<file path="config.mk">
export PLATFORM = sky130hd
export DESIGN_NAME = imem_loader_flat
export DESIGN_NICKNAME = d
export VERILOG_FILES = /design/src/rtl/imem_loader_if.sv /design/src/rtl/imem_loader.sv /design/src/flat_wrapper.sv
export SDC_FILE = /design/constraint.sdc
export NUM_CORES = 1
export LEC_CHECK = 0
export CAP_MARGIN = 40
export CORE_MARGIN = 5
export CORE_UTILIZATION = 40
export CTS_CLUSTER_DIAMETER = 100
export DETAILED_ROUTE_END_ITERATION = 6
export GPL_ROUTABILITY_DRIVEN = 0
export GPL_TIMING_DRIVEN = 1
export HOLD_SLACK_MARGIN = 0.02
export PLACE_DENSITY = 0.73
export SETUP_SLACK_MARGIN = 0.4
export SLEW_MARGIN = 10
export SYNTH_ARGS = -nofsm -noshare
export SYNTH_HDL_FRONTEND = slang
export SYNTH_SLANG_ARGS = --single-unit
</file>
<file path="constraint.sdc">
create_clock -name clk -period 3.5 [get_ports clk]
set_clock_uncertainty 0.15 [all_clocks]
set_input_delay 0.7 -clock clk [delete_from_list [all_inputs] [get_ports clk]]
set_output_delay 0.7 -clock clk [all_outputs]
set_load 0.005 [all_outputs]
</file>
<file path="src/rtl/imem_loader_if.sv">
// Loader-side bundle: start pulse, byte stream handshake, instruction-memory write port and status.
interface imem_loader_if #(
    parameter int unsigned ADDR_WIDTH  = 8,
    parameter int unsigned INSTR_WIDTH = 16
);
    logic                   start;
    logic [7:0]             byte_in;
    logic                   byte_valid;
    logic                   byte_ready;
    logic                   imem_we;
    logic [ADDR_WIDTH-1:0]  imem_addr;
    logic [INSTR_WIDTH-1:0] imem_wdata;
    logic                   cpu_hold;
    logic                   busy;
    logic                   done;
    logic                   error;
    logic [ADDR_WIDTH:0]    words_loaded;

    modport master (
        output start, byte_in, byte_valid,
        input  byte_ready, imem_we, imem_addr, imem_wdata,
        input  cpu_hold, busy, done, error, words_loaded
    );

    modport slave (
        input  start, byte_in, byte_valid,
        output byte_ready, imem_we, imem_addr, imem_wdata,
        output cpu_hold, busy, done, error, words_loaded
    );
endinterface

</file>
<file path="src/rtl/imem_loader.sv">
// Packs a length-prefixed byte stream into 16-bit words, writes them to instruction memory
// and releases the CPU only when the trailing XOR checksum matches.
module imem_loader #(
    parameter int unsigned ADDR_WIDTH  = 8,
    parameter int unsigned INSTR_WIDTH = 16
) (
    input  logic          clk,
    input  logic          rst,
    imem_loader_if.slave  bus
);
    localparam int unsigned CNT_W = ADDR_WIDTH + 1;

    typedef enum logic [2:0] {
        S_IDLE, S_GET_LEN, S_GET_HI, S_GET_LO, S_WRITE, S_GET_CSUM, S_DONE, S_ERR
    } state_e;

    state_e                 state_q, state_d;
    logic [CNT_W-1:0]       len_q, len_d;
    logic [CNT_W-1:0]       words_q, words_d;
    logic [7:0]             hi_q, hi_d;
    logic [7:0]             csum_q, csum_d;
    logic [ADDR_WIDTH-1:0]  addr_q, addr_d;
    logic [INSTR_WIDTH-1:0] wdata_q, wdata_d;
    logic                   we_q, we_d;
    logic                   ready_q, ready_d;
    logic                   hold_q, hold_d;
    logic                   busy_q, busy_d;
    logic                   done_q, done_d;
    logic                   err_q, err_d;
    logic                   byte_fire;
    logic [CNT_W-1:0]       words_inc;

    assign byte_fire = ready_q && bus.byte_valid;
    assign words_inc = words_q + CNT_W'(1);

    always_ff @(posedge clk or posedge rst) begin
        if (rst) begin
            state_q <= S_IDLE;
            len_q   <= '0;
            words_q <= '0;
            hi_q    <= '0;
            csum_q  <= '0;
            addr_q  <= '0;
            wdata_q <= '0;
            we_q    <= 1'b0;
            ready_q <= 1'b0;
            hold_q  <= 1'b1;
            busy_q  <= 1'b0;
            done_q  <= 1'b0;
            err_q   <= 1'b0;
        end else begin
            state_q <= state_d;
            len_q   <= len_d;
            words_q <= words_d;
            hi_q    <= hi_d;
            csum_q  <= csum_d;
            addr_q  <= addr_d;
            wdata_q <= wdata_d;
            we_q    <= we_d;
            ready_q <= ready_d;
            hold_q  <= hold_d;
            busy_q  <= busy_d;
            done_q  <= done_d;
            err_q   <= err_d;
        end
    end

    always_comb begin
        state_d = state_q;
        len_d   = len_q;
        words_d = words_q;
        hi_d    = hi_q;
        csum_d  = csum_q;
        addr_d  = addr_q;
        wdata_d = wdata_q;
        hold_d  = hold_q;
        busy_d  = busy_q;
        done_d  = done_q;
        err_d   = err_q;

        unique case (state_q)
            S_IDLE, S_DONE, S_ERR: begin
                if (bus.start) begin
                    state_d = S_GET_LEN;
                    done_d  = 1'b0;
                    err_d   = 1'b0;
                    words_d = '0;
                    csum_d  = '0;
                    addr_d  = '0;
                    hold_d  = 1'b1;
                    busy_d  = 1'b1;
                end
            end
            S_GET_LEN: begin
                if (byte_fire) begin
                    // A zero length byte encodes a full memory image
                    len_d   = (bus.byte_in == 8'd0) ? {1'b1, {ADDR_WIDTH{1'b0}}}
                                                    : CNT_W'(bus.byte_in);
                    csum_d  = csum_q ^ bus.byte_in;
                    state_d = S_GET_HI;
                end
            end
            S_GET_HI: begin
                if (byte_fire) begin
                    hi_d    = bus.byte_in;
                    csum_d  = csum_q ^ bus.byte_in;
                    state_d = S_GET_LO;
                end
            end
            S_GET_LO: begin
                if (byte_fire) begin
                    wdata_d = INSTR_WIDTH'({hi_q, bus.byte_in});
                    csum_d  = csum_q ^ bus.byte_in;
                    state_d = S_WRITE;
                end
            end
            S_WRITE: begin
                words_d = words_inc;
                if (words_inc == len_q) begin
                    state_d = S_GET_CSUM;
                end else begin
                    addr_d  = addr_q + ADDR_WIDTH'(1);
                    state_d = S_GET_HI;
                end
            end
            S_GET_CSUM: begin
                if (byte_fire) begin
                    busy_d = 1'b0;
                    if (bus.byte_in == csum_q) begin
                        state_d = S_DONE;
                        done_d  = 1'b1;
                        hold_d  = 1'b0;
                    end else begin
                        state_d = S_ERR;
                        err_d   = 1'b1;
                    end
                end
            end
            default: state_d = S_IDLE;
        endcase

        // Strobes are registered, so derive them from the state being entered
        we_d    = (state_d == S_WRITE);
        ready_d = (state_d == S_GET_LEN) || (state_d == S_GET_HI) ||
                  (state_d == S_GET_LO)  || (state_d == S_GET_CSUM);
    end

    assign bus.byte_ready   = ready_q;
    assign bus.imem_we      = we_q;
    assign bus.imem_addr    = addr_q;
    assign bus.imem_wdata   = wdata_q;
    assign bus.cpu_hold     = hold_q;
    assign bus.busy         = busy_q;
    assign bus.done         = done_q;
    assign bus.error        = err_q;
    assign bus.words_loaded = words_q;
endmodule

</file>
<file path="src/flat_wrapper.sv">
// flat-port wrapper written by rule: the top's interface ports become plain ports
module imem_loader_flat 
#(
    parameter int unsigned ADDR_WIDTH  = 8,
    parameter int unsigned INSTR_WIDTH = 16
)
  (clk, rst, bus_start, bus_byte_in, bus_byte_valid, bus_byte_ready, bus_imem_we, bus_imem_addr, bus_imem_wdata, bus_cpu_hold, bus_busy, bus_done, bus_error, bus_words_loaded);
  imem_loader_if #(.ADDR_WIDTH(ADDR_WIDTH), .INSTR_WIDTH(INSTR_WIDTH)) bus_i ();
  input  logic clk;
  input  logic rst;
  input wire logic [$bits(bus_i.start)-1:0] bus_start;
  input wire logic [$bits(bus_i.byte_in)-1:0] bus_byte_in;
  input wire logic [$bits(bus_i.byte_valid)-1:0] bus_byte_valid;
  output wire logic [$bits(bus_i.byte_ready)-1:0] bus_byte_ready;
  output wire logic [$bits(bus_i.imem_we)-1:0] bus_imem_we;
  output wire logic [$bits(bus_i.imem_addr)-1:0] bus_imem_addr;
  output wire logic [$bits(bus_i.imem_wdata)-1:0] bus_imem_wdata;
  output wire logic [$bits(bus_i.cpu_hold)-1:0] bus_cpu_hold;
  output wire logic [$bits(bus_i.busy)-1:0] bus_busy;
  output wire logic [$bits(bus_i.done)-1:0] bus_done;
  output wire logic [$bits(bus_i.error)-1:0] bus_error;
  output wire logic [$bits(bus_i.words_loaded)-1:0] bus_words_loaded;
  assign bus_i.start = bus_start;
  assign bus_i.byte_in = bus_byte_in;
  assign bus_i.byte_valid = bus_byte_valid;
  assign bus_byte_ready = bus_i.byte_ready;
  assign bus_imem_we = bus_i.imem_we;
  assign bus_imem_addr = bus_i.imem_addr;
  assign bus_imem_wdata = bus_i.imem_wdata;
  assign bus_cpu_hold = bus_i.cpu_hold;
  assign bus_busy = bus_i.busy;
  assign bus_done = bus_i.done;
  assign bus_error = bus_i.error;
  assign bus_words_loaded = bus_i.words_loaded;
  imem_loader #(.ADDR_WIDTH(ADDR_WIDTH), .INSTR_WIDTH(INSTR_WIDTH)) u_core (.clk(clk), .rst(rst), .bus(bus_i));
endmodule
</file>
# Word level (Yosys, flattened, before mapping)
# Index checks and enable logic that the tools add are counted.
word_totals:
  in_bits: 12
  register_bits: 67
op_classes:
  reduce_logical: 20
  eq_ne: 20
  n_bitwise: 1
  n_mux: 29
  n_addsub: 2
op_table:
  columns: ["op", "count"]
  rows:
  - ["$pmux 8 s2", 2]
  - ["$mux 8", 3]
  - ["$eq 3x3->1 const B", 6]
  - ["$mux 3", 6]
  - ["$mux 9", 2]
  - ["$pmux 3 s6", 1]
  - ["$pmux 9 s2", 1]
  - ["$eq 3x2->1 const B", 4]
  - ["$mux 1", 10]
  - ["$add 9x1->9 const B", 1]
  - ["$eq 9x9->1", 1]
  - ["$reduce_and 3->1", 3]
  - ["$add 8x1->8 const B", 1]
  - ["$eq 8x8->1", 1]
  - ["$logic_not 8->1", 1]
  - ["$pmux 1 s2", 4]
  - ["$reduce_and 2->1", 4]
  - ["$reduce_and 4->1", 2]
  - ["$xor 8x8->8", 1]
  - ["$eq 3x1->1 const B", 2]
  - ["$ne 2x1->1 const B", 3]
  - ["$ne 2x2->1 const B", 3]
  - ["$reduce_bool 2->1", 3]
  - ["$reduce_or 3->1", 2]
  - ["other kinds (3)", 5]

# Logic depth before layout (Yosys ltp)
logic_depth:
  ltp_word: 8
  depth_mapped: 9
  ltp_nobuf: 7

# Worst setup path after synthesis
# No wires, ideal clock.
synth_timing:
  kind: "register to register"
  start: "reg u_core.words_q[0] (netlist: u_core.bus.words_loaded[0])"
  end: "reg u_core.addr_q[7] (netlist: u_core.bus.imem_addr[7])"
  path_buffers: 1
  setup_ns: 0.077
  t_arrival_ns: 2.325
  stages_incl_launch_ff: 9
  slack_ns: 0.947
  period_less_slack_ns: 2.553
  path_cell_list: "dfrtp_1 -> ha_1 -> buf_4 -> xor3_1 -> nor3_1 -> o2111a_1 -> o2111a_2 -> or4_1 -> a21oi_1"
synth_between:
  elab_chain_cells: 4
synth_lines:
  columns: ["item", "line_no", "text"]
  rows:
  - ["from (decl)", "imem_loader.sv:19", "logic [CNT_W-1:0] words_q, words_d;"]
  - ["from (signal assigned)", "imem_loader.sv:54", "words_q <= words_d;"]
  - ["$add 9x1->9", "imem_loader.sv:34", "assign words_inc = words_q + CNT_W'(1);"]
  - ["$eq 9x9->1", "imem_loader.sv:119", "if (words_inc == len_q) begin"]
  - ["$ne 2x2->1 (no line)", null, null]
  - ["$reduce_and 3->1 (no line)", null, null]
  - ["to (signal assigned)", "imem_loader.sv:57", "addr_q <= addr_d;"]
  - ["to (decl)", "imem_loader.sv:22", "logic [ADDR_WIDTH-1:0] addr_q, addr_d;"]
# No other way between the ends.
# A chain may end at the register's enable or synchronous reset.

# Worst setup path in the final report
layout_timing:
  start: "reg u_core.words_q[0] (netlist: u_core.bus.words_loaded[0])"
  end: "reg u_core.addr_q[1] (netlist: u_core.bus.imem_addr[1])"
# Same word-level chain as after synthesis.

==> results.ini <==
[status]
outcome=completed

[floorplan]
die_y_um=101
initial_core_util_pct=40.7
core_sq_mm=0.00813
die_w_um=101
num_rows=33
dieArea_sq_mm=0.0102
ios=51

[pwr]
power_uw=3090
p_leak_uw=0.00173
max-vdd-ir-drop_uv=408
powerDensity_mw_per_mm2=755

[synthesis]
yosysWarnings=0
ys_ff_latch=67
syn-num-nets=330
syn-cell-area_sq_mm=0.00331
synth_async_sr_flop_share_pct=100
synth_edf_count=0
avgSynthCellArea_sq_um=10.5
ys_seq_area_share_pct=50.7
ys_types=49
syn_inst=316
synthFlopType=dfrtp_1

[worst_setup_path]
crit_slowest_cell=dfrtp_1
cp_max_fo=16
cp_top_family=compound AO/OA/AOI/OAI gates
ff2ff_path_depth=7
crit_buf_inv=0
critPathKind=flip-flop to flip-flop
regToRegStartpoint=u_core.bus.words_loaded[0]
critical_path_arrival_ps=2890
crit_path_start_kind=flip-flop
crit_end=u_core.bus.imem_addr[1]
end_kind=flip-flop
worstReg2RegEnd=u_core.bus.imem_addr[1]
worst-path-stages=7
crit_required_ps=3580
rrSetupSlack_ps=690
path_cells=ha_1 > nand2_1 > or3_1 > a2111oi_2 > o2111a_2 > nand2b_1 > o22ai_1
slowest_delay_ps=470
cp-startpoint=u_core.bus.words_loaded[0]

[cts]
cts_buffer_depth=2
clk_pin_slew_ps=80
h-tree-depth=3
root_buffer=clkbuf_8
cts_tree=yes
numCtsBuffers=9
cts_hold_buf=0
cts.sinks=67
post_cts_buffers=0
insertion_delay_ps=350
cts_resized=0

[drt]
wl_met3_um=556
wire_per_inst_um=16.3
vias=2644
drc=0
met1Wirelength_mm=3.46
firstDrtPassIters=5
ant_nets=0
wl_mm=7.73
drtIter0Drc=193
wl_met2_mm=3.53
vias_per_cell=5.58
top_layer_used=met4

[timing]
slew_headroom_pct=49.7
min_period_over_period_pct=80.4
setup_tns_ps=0
tightest_slew_ps=753
worst_slack_ps=686
hold_violations=0
fmax_ghz=0.355
finalCriticalPeriod_ps=2810
drv_slew=0
rsz0062_at_grt=false
setup_viol=0

[global_routing]
grt_first_pass_wirelength_mm=12.9
antenna_found_initial=0
grt_pass1_vias=2584
grt_use_total_pct=16.1
grt_overflow=0
grt_max_degree=26

[finish]
fin_nets=379
layout-drive-gt1-share_pct=15.7
fin_util_pct=50.4
nFillCells=725
area_growth_pct=23.8
design_area_sq_mm=0.00410
n_antenna_cell=0

[hold_path]
holdCritPathClass=flip-flop to flip-flop

[run]
cap_violations=0

[placement]
place_hpwl_mm=5.38
portBuffers=50
placed_area_sq_mm=0.00390
dp_slack_ps=568

area by class of cell:
type | count | area [sq um] | area share [%]
sequential | 67 | 1680 | 40.9
multi-input combinational | 224 | 1530 | 37.3
clock inverter | 5 | 63.8 | 1.56
clock buffer | 10 | 138 | 3.36
inverter | 10 | 37.5 | 0.916
tap | 105 | 131 | 3.21
timing repair buffer | 53 | 523 | 12.8
per-layer routing:
metal / up-vias / GRT usage (%)
met5: - / 0
met4: 0 / 6.95
met3: 19 / 3.81
met2: 100 / 23.7
met1: 1284 / 22.7
li1: 1241 / -
cells in the final DEF, fill, tap and decap left out, types with 3 or more instances in the layout:
master,count
a21oi_1,10
and2_1,3
and3_1,3
buf_4,3
clkbuf_8,10
clkdlybuf4s50_1,50
clkinv_4,3
dfrtp_1,66
inv_1,9
mux2_2,32
nand2_1,24
nand2b_1,18
nand3_1,8
nand4_1,7
nor2_1,20
nor3_1,4
nor4_1,4
o2111ai_1,3
o211ai_1,6
o21a_1,3
o21ai_0,36
o31ai_1,6
xnor2_1,6
through the flow:
step | hold WS, ps | std cells
final | 310 | 474
after global placement | 303 | 459
after floorplan | 298 | 316
after CTS | 312 | 474
after global routing | 335 | 474
after detailed placement | 301 | 459
Yosys cell counts (all sizes together), types with 3 or more instances:
master | count | area (sq um)
xnor2 | 6 | 52.6
nand3 | 8 | 40.0
dfrtp | 66 | 1650
a21oi | 11 | 58.8
nor3 | 5 | 30.0
nand2b | 18 | 113
o21a | 3 | 22.5
clkbuf | 9 | 35.0
o2111ai | 3 | 26.3
o211ai | 6 | 45.0
mux2 | 32 | 360
buf | 6 | 33.8
and2 | 3 | 18.8
nand4 | 7 | 43.8
nor2 | 20 | 75.1
o21ai | 36 | 180
nor4 | 4 | 25.0
nand2 | 24 | 90.1
and3 | 3 | 18.8
o31ai | 6 | 45.0
inv | 10 | 37.5
worst reg2reg max path, stage by stage (launching register included):
cell	delay [ps]
dfrtp_1	470
ha_1	380
nand2_1	180
or3_1	410
a2111oi_2	370
o2111a_2	460
nand2b_1	210
o22ai_1	80
cells by family (layout without fill, tap and decap cells):
logic type	after synthesis	after routing	share of synthesized area [%]
compound gates	77	77	14.7
xor+xnor	10	10	3.51
fa+ha+maj	2	2	0.755
buf+inv	25	78	3.21
flops	67	67	50.7
mux	33	33	11.2
simple gates	102	102	15.9
how the worst min path moves through the flow:
stage                        startpoint                  end  depth (start not counted)
finish              u_core.bus.cpu_hold  u_core.bus.cpu_hold                          2
global route        u_core.bus.cpu_hold  u_core.bus.cpu_hold                          2
CTS                 u_core.bus.cpu_hold  u_core.bus.cpu_hold                          2
detailed placement  u_core.bus.cpu_hold  u_core.bus.cpu_hold                          2
global placement    u_core.bus.cpu_hold  u_core.bus.cpu_hold                          2
floorplan           u_core.bus.cpu_hold  u_core.bus.cpu_hold                          2
flip-flops by register name (all words and copies together) (netlist names):
name / count
u_core.bus.busy: 1
u_core.bus.byte_ready: 1
u_core.bus.cpu_hold: 1
u_core.bus.done: 1
u_core.bus.error: 1
u_core.bus.imem_addr: 8
u_core.bus.imem_wdata: 16
u_core.bus.imem_we: 1
u_core.bus.words_loaded: 9
u_core.csum_q: 8
u_core.hi_q: 8
u_core.len_q: 9
u_core.state_q: 3
report_power, final:
part / switching, uW / total [uW] / leakage, uW / internal, uW
Clock: 316 / 664 / 0.0000985 / 348
Sequential: 240 / 1290 / 0.000856 / 1050
Combinational: 502 / 1140 / 0.000781 / 638
Total: 1060 / 3090 / 0.00173 / 2040
No activity file was read; power rests on OpenSTA's default activity.
